File: src/rtl/flash_loader_pkg.sv
// flash_loader_pkg: shared types and sizing helpers for the flash boot loader.
//   state_t        : loader FSM states
//   word_count_t   : 16-bit word count carried in the stream header
//   calc_bpw       : bytes per flash word for a given data width
//   calc_max_words : words that fit between BASE_ADDR and the top of flash
package flash_loader_pkg;

  typedef enum logic [2:0] {
    LEN_LO,
    LEN_HI,
    DATA,
    WRITE,
    CSUM,
    DONE,
    ERROR
  } state_t;

  typedef logic [15:0] word_count_t;

  localparam int DEFAULT_WIDTH = 32;

  function automatic int calc_bpw(input int width);
    return width / 8;
  endfunction

  function automatic int calc_max_words(input int width, input int addr_w, input int base_addr);
    return ((1 << addr_w) / calc_bpw(width)) - (base_addr / calc_bpw(width));
  endfunction

endpackage

File: src/rtl/flash_loader_byte_packer.sv
// flash_loader_byte_packer: assembles little-endian words from a byte stream.
//   clk, rst   : clock, synchronous active-high reset (clears the lane index)
//   accept     : a byte is consumed this cycle
//   in_data    : the byte being consumed
//   word_next  : word as it will be once this cycle's byte lands (combinational)
//   word_full  : this cycle's byte completes the word
module flash_loader_byte_packer
  import flash_loader_pkg::*;
#(
  parameter int BPW = calc_bpw(DEFAULT_WIDTH)
) (
  input  logic             clk,
  input  logic             rst,
  input  logic             accept,
  input  logic [7:0]       in_data,
  output logic [BPW*8-1:0] word_next,
  output logic             word_full
);

  localparam int               IDX_W    = (BPW > 1) ? $clog2(BPW) : 1;
  localparam logic [IDX_W-1:0] LAST_IDX = IDX_W'(BPW - 1);
  localparam logic [IDX_W-1:0] IDX_ONE  = IDX_W'(1);

  logic [IDX_W-1:0] idx_reg;

  assign word_full = accept && (idx_reg == LAST_IDX);

  // Index reset on rst is what discards a partially received word.
  always_ff @(posedge clk) begin
    if (rst) begin
      idx_reg <= '0;
    end else if (accept) begin
      idx_reg <= word_full ? '0 : idx_reg + IDX_ONE;
    end
  end

  // Lane storage needs no reset: every lane is rewritten before a word is used.
  generate
    for (genvar gi = 0; gi < BPW; gi++) begin : g_lane
      localparam logic [IDX_W-1:0] LANE_IDX = IDX_W'(gi);
      logic [7:0] lane_reg;
      logic       lane_hit;

      assign lane_hit = accept && (idx_reg == LANE_IDX);

      always_ff @(posedge clk) begin
        if (lane_hit) begin
          lane_reg <= in_data;
        end
      end

      // Bypass lets the final byte merge into the word in the same cycle.
      assign word_next[gi*8 +: 8] = lane_hit ? in_data : lane_reg;
    end
  endgenerate

endmodule

File: src/rtl/flash_loader.sv
// flash_loader: boot-time loader that writes a byte-stream image into the
// instruction flash and holds the CPU in reset until the load completes.
//   clk, rst     : clock, synchronous active-high reset
//   in_valid     : input byte valid
//   in_data      : input byte
//   in_ready     : loader accepts in_data this cycle
//   flash_en     : one-cycle flash write strobe
//   flash_addr   : flash byte address (holds between writes)
//   flash_data   : flash write word (holds between writes)
//   cpu_rst      : CPU reset hold, released one cycle after DONE is entered
//   done / error : sticky load-complete / load-aborted flags
// Stream: 2-byte little-endian word count N, then N words LSB first.
// Optional macro FLASH_LOADER_CHECKSUM_EN: a trailing XOR checksum byte
// over all data bytes must match or the load ends in ERROR.
module flash_loader
  import flash_loader_pkg::*;
#(
  parameter int WIDTH     = 32,
  parameter int ADDR_W    = 11,
  parameter int BASE_ADDR = 0
) (
  input  logic              clk,
  input  logic              rst,
  input  logic              in_valid,
  input  logic [7:0]        in_data,
  output logic              in_ready,
  output logic              flash_en,
  output logic [ADDR_W-1:0] flash_addr,
  output logic [WIDTH-1:0]  flash_data,
  output logic              cpu_rst,
  output logic              done,
  output logic              error
);

  localparam int                BPW         = calc_bpw(WIDTH);
  localparam int                MAX_WORDS   = calc_max_words(WIDTH, ADDR_W, BASE_ADDR);
  localparam logic [16:0]       MAX_WORDS_W = 17'(MAX_WORDS);
  localparam logic [ADDR_W-1:0] BPW_A       = ADDR_W'(BPW);
  localparam logic [ADDR_W-1:0] BASE_A      = ADDR_W'(BASE_ADDR);

`ifdef FLASH_LOADER_CHECKSUM_EN
  localparam state_t AFTER_LAST = CSUM;
`else
  localparam state_t AFTER_LAST = DONE;
`endif

  state_t            state_reg, state_next;
  logic              armed_reg;
  logic              release_reg;
  logic [7:0]        len_lo_reg;
  word_count_t       words_left_reg;
  word_count_t       len_in;
  logic [ADDR_W-1:0] addr_cnt_reg;
  logic [ADDR_W-1:0] flash_addr_reg;
  logic [WIDTH-1:0]  flash_data_reg;
  logic [WIDTH-1:0]  word_next;
  logic              accept;
  logic              pack_accept;
  logic              word_full;

  assign accept      = in_valid && in_ready;
  assign pack_accept = accept && (state_reg == DATA);
  assign len_in      = {in_data, len_lo_reg};

  flash_loader_byte_packer #(
    .BPW(BPW)
  ) u_packer (
    .clk      (clk),
    .rst      (rst),
    .accept   (pack_accept),
    .in_data  (in_data),
    .word_next(word_next),
    .word_full(word_full)
  );

`ifdef FLASH_LOADER_CHECKSUM_EN
  logic [7:0] csum_reg;

  always_ff @(posedge clk) begin
    if (rst) begin
      csum_reg <= '0;
    end else if (pack_accept) begin
      csum_reg <= csum_reg ^ in_data;
    end
  end
`endif

  // State register
  always_ff @(posedge clk) begin
    if (rst) begin
      state_reg <= LEN_LO;
    end else begin
      state_reg <= state_next;
    end
  end

  // Next-state logic
  always_comb begin
    state_next = state_reg;
    unique case (state_reg)
      LEN_LO: if (accept) state_next = LEN_HI;
      LEN_HI: begin
        if (accept) begin
          if (len_in == '0) begin
            state_next = AFTER_LAST;
          end else if ({1'b0, len_in} > MAX_WORDS_W) begin
            state_next = ERROR;
          end else begin
            state_next = DATA;
          end
        end
      end
      DATA:  if (word_full) state_next = WRITE;
      WRITE: state_next = (words_left_reg == 16'd1) ? AFTER_LAST : DATA;
`ifdef FLASH_LOADER_CHECKSUM_EN
      CSUM:  if (accept) state_next = (in_data == csum_reg) ? DONE : ERROR;
`endif
      default: state_next = state_reg;
    endcase
  end

  // Datapath: length capture, address/word counters, held write outputs.
  // flash_addr/flash_data are loaded as the word completes so they are
  // valid during WRITE and hold afterwards, while addr_cnt_reg runs ahead.
  always_ff @(posedge clk) begin
    if (rst) begin
      armed_reg      <= 1'b0;
      release_reg    <= 1'b0;
      len_lo_reg     <= '0;
      words_left_reg <= '0;
      addr_cnt_reg   <= BASE_A;
      flash_addr_reg <= BASE_A;
      flash_data_reg <= '0;
    end else begin
      armed_reg   <= 1'b1;
      release_reg <= (state_reg == DONE);
      if (accept && (state_reg == LEN_LO)) begin
        len_lo_reg <= in_data;
      end
      if (accept && (state_reg == LEN_HI)) begin
        words_left_reg <= len_in;
      end
      if (word_full) begin
        flash_data_reg <= word_next;
        flash_addr_reg <= addr_cnt_reg;
      end
      if (state_reg == WRITE) begin
        addr_cnt_reg   <= addr_cnt_reg + BPW_A;
        words_left_reg <= words_left_reg - 16'd1;
      end
    end
  end

  // Outputs; armed_reg keeps in_ready low through the reset cycle.
  always_comb begin
    in_ready   = armed_reg && (state_reg inside {LEN_LO, LEN_HI, DATA, CSUM});
    flash_en   = (state_reg == WRITE);
    flash_addr = flash_addr_reg;
    flash_data = flash_data_reg;
    done       = (state_reg == DONE);
    error      = (state_reg == ERROR);
    cpu_rst    = ~release_reg;
  end

endmodule

File: config.mk
export PLATFORM = sky130hd
export DESIGN_NAME = flash_loader
export DESIGN_NICKNAME = d
export VERILOG_FILES = /design/src/rtl/flash_loader_pkg.sv /design/src/rtl/flash_loader_byte_packer.sv /design/src/rtl/flash_loader.sv
export SDC_FILE = /design/constraint.sdc
export NUM_CORES = 1
export LEC_CHECK = 0
export ABC_AREA = 1
export BUFFER_PORTS_ARGS = -buffer_cell sky130_fd_sc_hd__buf_2
export CAP_MARGIN = 15
export CORE_MARGIN = 4
export CORE_UTILIZATION = 62
export CTS_CLUSTER_SIZE = 25
export DETAILED_ROUTE_END_ITERATION = 7
export HOLD_SLACK_MARGIN = 0.12
export PLACE_DENSITY = 0.95
export SYNTH_ARGS = -nofsm -noshare
export SYNTH_HDL_FRONTEND = slang
export SYNTH_SLANG_ARGS = --single-unit
File: constraint.sdc
create_clock -name clk -period 2.4 [get_ports clk]
set_input_delay 0.24 -clock clk [delete_from_list [all_inputs] [get_ports clk]]
set_output_delay 0.24 -clock clk [all_outputs]
set_load 0.01 [all_outputs]
==> impl_metrics.tcl <==
set metrics [dict create \
    timing.critical_path.to_type "flop" \
    maxClockFrequency_ghz 0.439 \
    report.power.total_w 0.00456 \
    fp.dieArea_um2 8850 \
    die-height_um 94.1 \
    finalSetupTns_ps 0 \
    synth_cell_types 28 \
    hold_class "primary input to flop" \
    final_layout_size_suffix_gt1_share_pct 12.0 \
    largest_net_degree_at_the_start_of_global_routing 45 \
    outcome "complete, no violations" \
    worst_pin_slew_ps 885 \
    setup_repair_after_global_routing_missed_its_margin "true" \
    final_cell_mix "153 x sky130_fd_sc_hd__nand2_1, 110 x sky130_fd_sc_hd__nor2_1, 105 x sky130_fd_sc_hd__dfxtp_1" \
    wl_per_cell_um 14.1 \
    mostFrequentLayoutCell "sky130_fd_sc_hd__nand2_1" \
    floorplan.die.width_um 94.1 \
    power.clock.fraction_pct 24.7 \
    multi_input_comb_area_um2 2090 \
    wire_length_of_the_first_global_routing_pass_mm 18.9 \
    timing.critical_path.fanout_max 27 \
    cellPowerDensity_nw_per_um2 893 \
    tritoncts "yes" \
    initial_utilization_pct 63.7 \
    cts_root_buffer "sky130_fd_sc_hd__clkbuf_8" \
    gp_congestion 0.891 \
    antenna_violations_before_repair 0 \
    clock_insertion_delay_worst_skew_ps 370 \
    finalNetCount 729 \
    detail_route.iter0.violations 371 \
    post_cts.repair.setup_buffers 0 \
    dr_total_vias 4442 \
    clock_buffers_created_by_tritoncts 9 \
    floorplan.rows 31 \
    postSynthAreaPerCell_um2 6.91 \
    postSynthCellCount 665 \
    area.sequential_um2 2100 \
    share_comb_of_total_power_pct 29.3 \
    io_buffers 56 \
    htree_levels 3 \
    cap_viol_max_count 0 \
    worst-endpoint-required_ps 2650 \
    antenna_cells 0 \
    drt_drc_violations_left 0 \
    route.detailed.vias_per_inst 5.46 \
    area_growth_pct 11.3 \
    netlist_area_um2 4590 \
    yosysWarnings 0 \
    critical_path_class "flop to flop" \
    tritoncts_num_sinks 105 \
    clock_tree.buffer_depth 2 \
    ant_nets 0 \
    core_area_um2 7210 \
    worst_setup_path_start_kind "flop" \
    grt_util_all_layers_pct 26.6 \
    io_pins 59 \
    first_global_vias 4144 \
    clock_tree_skew_after_final_layout_ps 14.6 \
    cts.clk_slew.worst_paths_ps 110 \
    arrival_ps 2530 \
    post-route-period-util_pct 95.0 \
    placed_area_um2 4910 \
    min_period_ps 2280 \
    count_of_final_hold_check_violations 0 \
    hpwlAfterDp_mm 7.85 \
    finalSetupViolations 0 \
    sw_frac_of_total_pct 36.7 \
    postLayoutCellArea_um2 5110 \
    flip_flop_and_latch_count_after_synthesis 105 \
    power_frac_seq_pct 46.0 \
    power_leakage_nw 2.53 \
    maxSlewHeadroom_pct 40.6 \
    overflow 0 \
    largest_reg_flops 32 \
    p_switching_w 0.00168 \
    post_cts_hold_buffer_count 0 \
    vdd_drop_max_mv 0.552 \
    report.final.slew_viol_count 0 \
    detail_route.first_pass.iterations 5 \
    num-fill-cells 590 \
    count_of_instances_resized_after_the_clock_tree_is_built 0 \
    postRouteWirelength_mm 11.5 \
    intPower_w 0.00289 \
    synth-seq-area-share_pct 45.8 \
    fin_worst_hold_slack_ps 201 \
]
## area by class of cell
cell class | instances | area share, %
clock buffers | 9 | 2.42
flip-flops and latches | 105 | 41.1
well taps | 99 | 2.42
multi-input cells | 460 | 40.9
repair buffers | 61 | 6.22
clock inverters | 6 | 1.47
inverters | 74 | 5.43
## cell families after synthesis
family                     synth area share (%)
AOI/OAI and AO/OA                          15.5
xor gates and xnor gates                  0.763
adders and majority gates                  1.91
buffers and inverters                      8.91
DFF                                        45.8
other                                    0.0816
and+or+nand+nor                            27.1
## stage by stage
stage	utilization, %	setup slack (ps)	instances
finish	70.8	120	814
global route	70.8	-15.4	814
CTS	70.8	148	814
detailed placement	68.1	205	799
global placement	68.1	403	799
floorplan	-	936	666
## per-layer routing
| metal | GRT usage (%) | up-vias | wire length (µm) |
|---|---|---|---|
| li1 | - | 2193 | - |
| met1 | 33.1 | 2049 | 4740 |
| met2 | 45.3 | 174 | 5740 |
| met3 | 4.97 | 26 | 723 |
| met4 | 10.6 | 0 | 289 |
| met5 | 0 | - | 0 |
## power by group through the flow
| stage | combinational (W) | sequential (W) | clock [W] |
|---|---|---|---|
| after floorplan | 0.00103 | 0.00209 | 0 |
| after global placement | 0.00124 | 0.00212 | 0 |
| after detailed placement | 0.00129 | 0.00213 | 0 |
| after CTS | 0.00132 | 0.00210 | 0.00113 |
| after global routing | 0.00153 | 0.00212 | 0.00120 |
| final | 0.00134 | 0.00210 | 0.00113 |
## cell usage after synthesis
cell type                    n  area, µm²
sky130_fd_sc_hd__nor2_1    110        413
sky130_fd_sc_hd__clkbuf_1   13       48.8
sky130_fd_sc_hd__or2_2       1       6.26
sky130_fd_sc_hd__clkinv_1    1       3.75
sky130_fd_sc_hd__a211oi_1    1       7.51
sky130_fd_sc_hd__ha_1        7       87.6
sky130_fd_sc_hd__o21bai_1    1       7.51
sky130_fd_sc_hd__nor3_2      1       10.0
sky130_fd_sc_hd__nand4_1     3       18.8
sky130_fd_sc_hd__nor2_2      4       25.0
sky130_fd_sc_hd__nor2_4      2       22.5
sky130_fd_sc_hd__buf_1       2       7.51
sky130_fd_sc_hd__conb_1      1       3.75
sky130_fd_sc_hd__xor2_1      4       35.0
sky130_fd_sc_hd__buf_2       6       30.0
sky130_fd_sc_hd__nand2_1   153        574
sky130_fd_sc_hd__nor3_1      5       25.0
sky130_fd_sc_hd__a31oi_1     6       37.5
sky130_fd_sc_hd__nor4_1      1       6.26
sky130_fd_sc_hd__nand2_2     1       6.26
sky130_fd_sc_hd__buf_4       6       45.0
sky130_fd_sc_hd__a21oi_1    43        215
sky130_fd_sc_hd__o21ai_0    69        345
sky130_fd_sc_hd__inv_1      73        274
sky130_fd_sc_hd__o21ai_1    20        100
sky130_fd_sc_hd__dfxtp_1   105       2100
sky130_fd_sc_hd__nand3_1    25        125
sky130_fd_sc_hd__nand3_2     1       10.0
## worst max-delay path: stages, from the launching register on
cell and delay [ps]:
sky130_fd_sc_hd__dfxtp_1 330, sky130_fd_sc_hd__inv_1 150, sky130_fd_sc_hd__nand2_1 130, sky130_fd_sc_hd__nor2_2 160, sky130_fd_sc_hd__nand3_2 340, sky130_fd_sc_hd__nor2_4 230
sky130_fd_sc_hd__inv_1 390, sky130_fd_sc_hd__o21ai_0 370, sky130_fd_sc_hd__inv_1 70
## final timing paths
path / depth (start not counted) / slack (ps) / startpoint / to
setup reg to reg: 8 / 120 / state_reg[0] / flash_data[2]
hold / removal: 3 / 200 / in_data[6] / u_packer.g_lane[1].lane_reg[6]
hold reg to reg: 2 / 470 / u_packer.g_lane[2].lane_reg[3] / u_packer.g_lane[2].lane_reg[3]
setup / recovery: 8 / 120 / state_reg[0] / flash_data[2]
No activity file was read; power rests on OpenSTA's default activity.
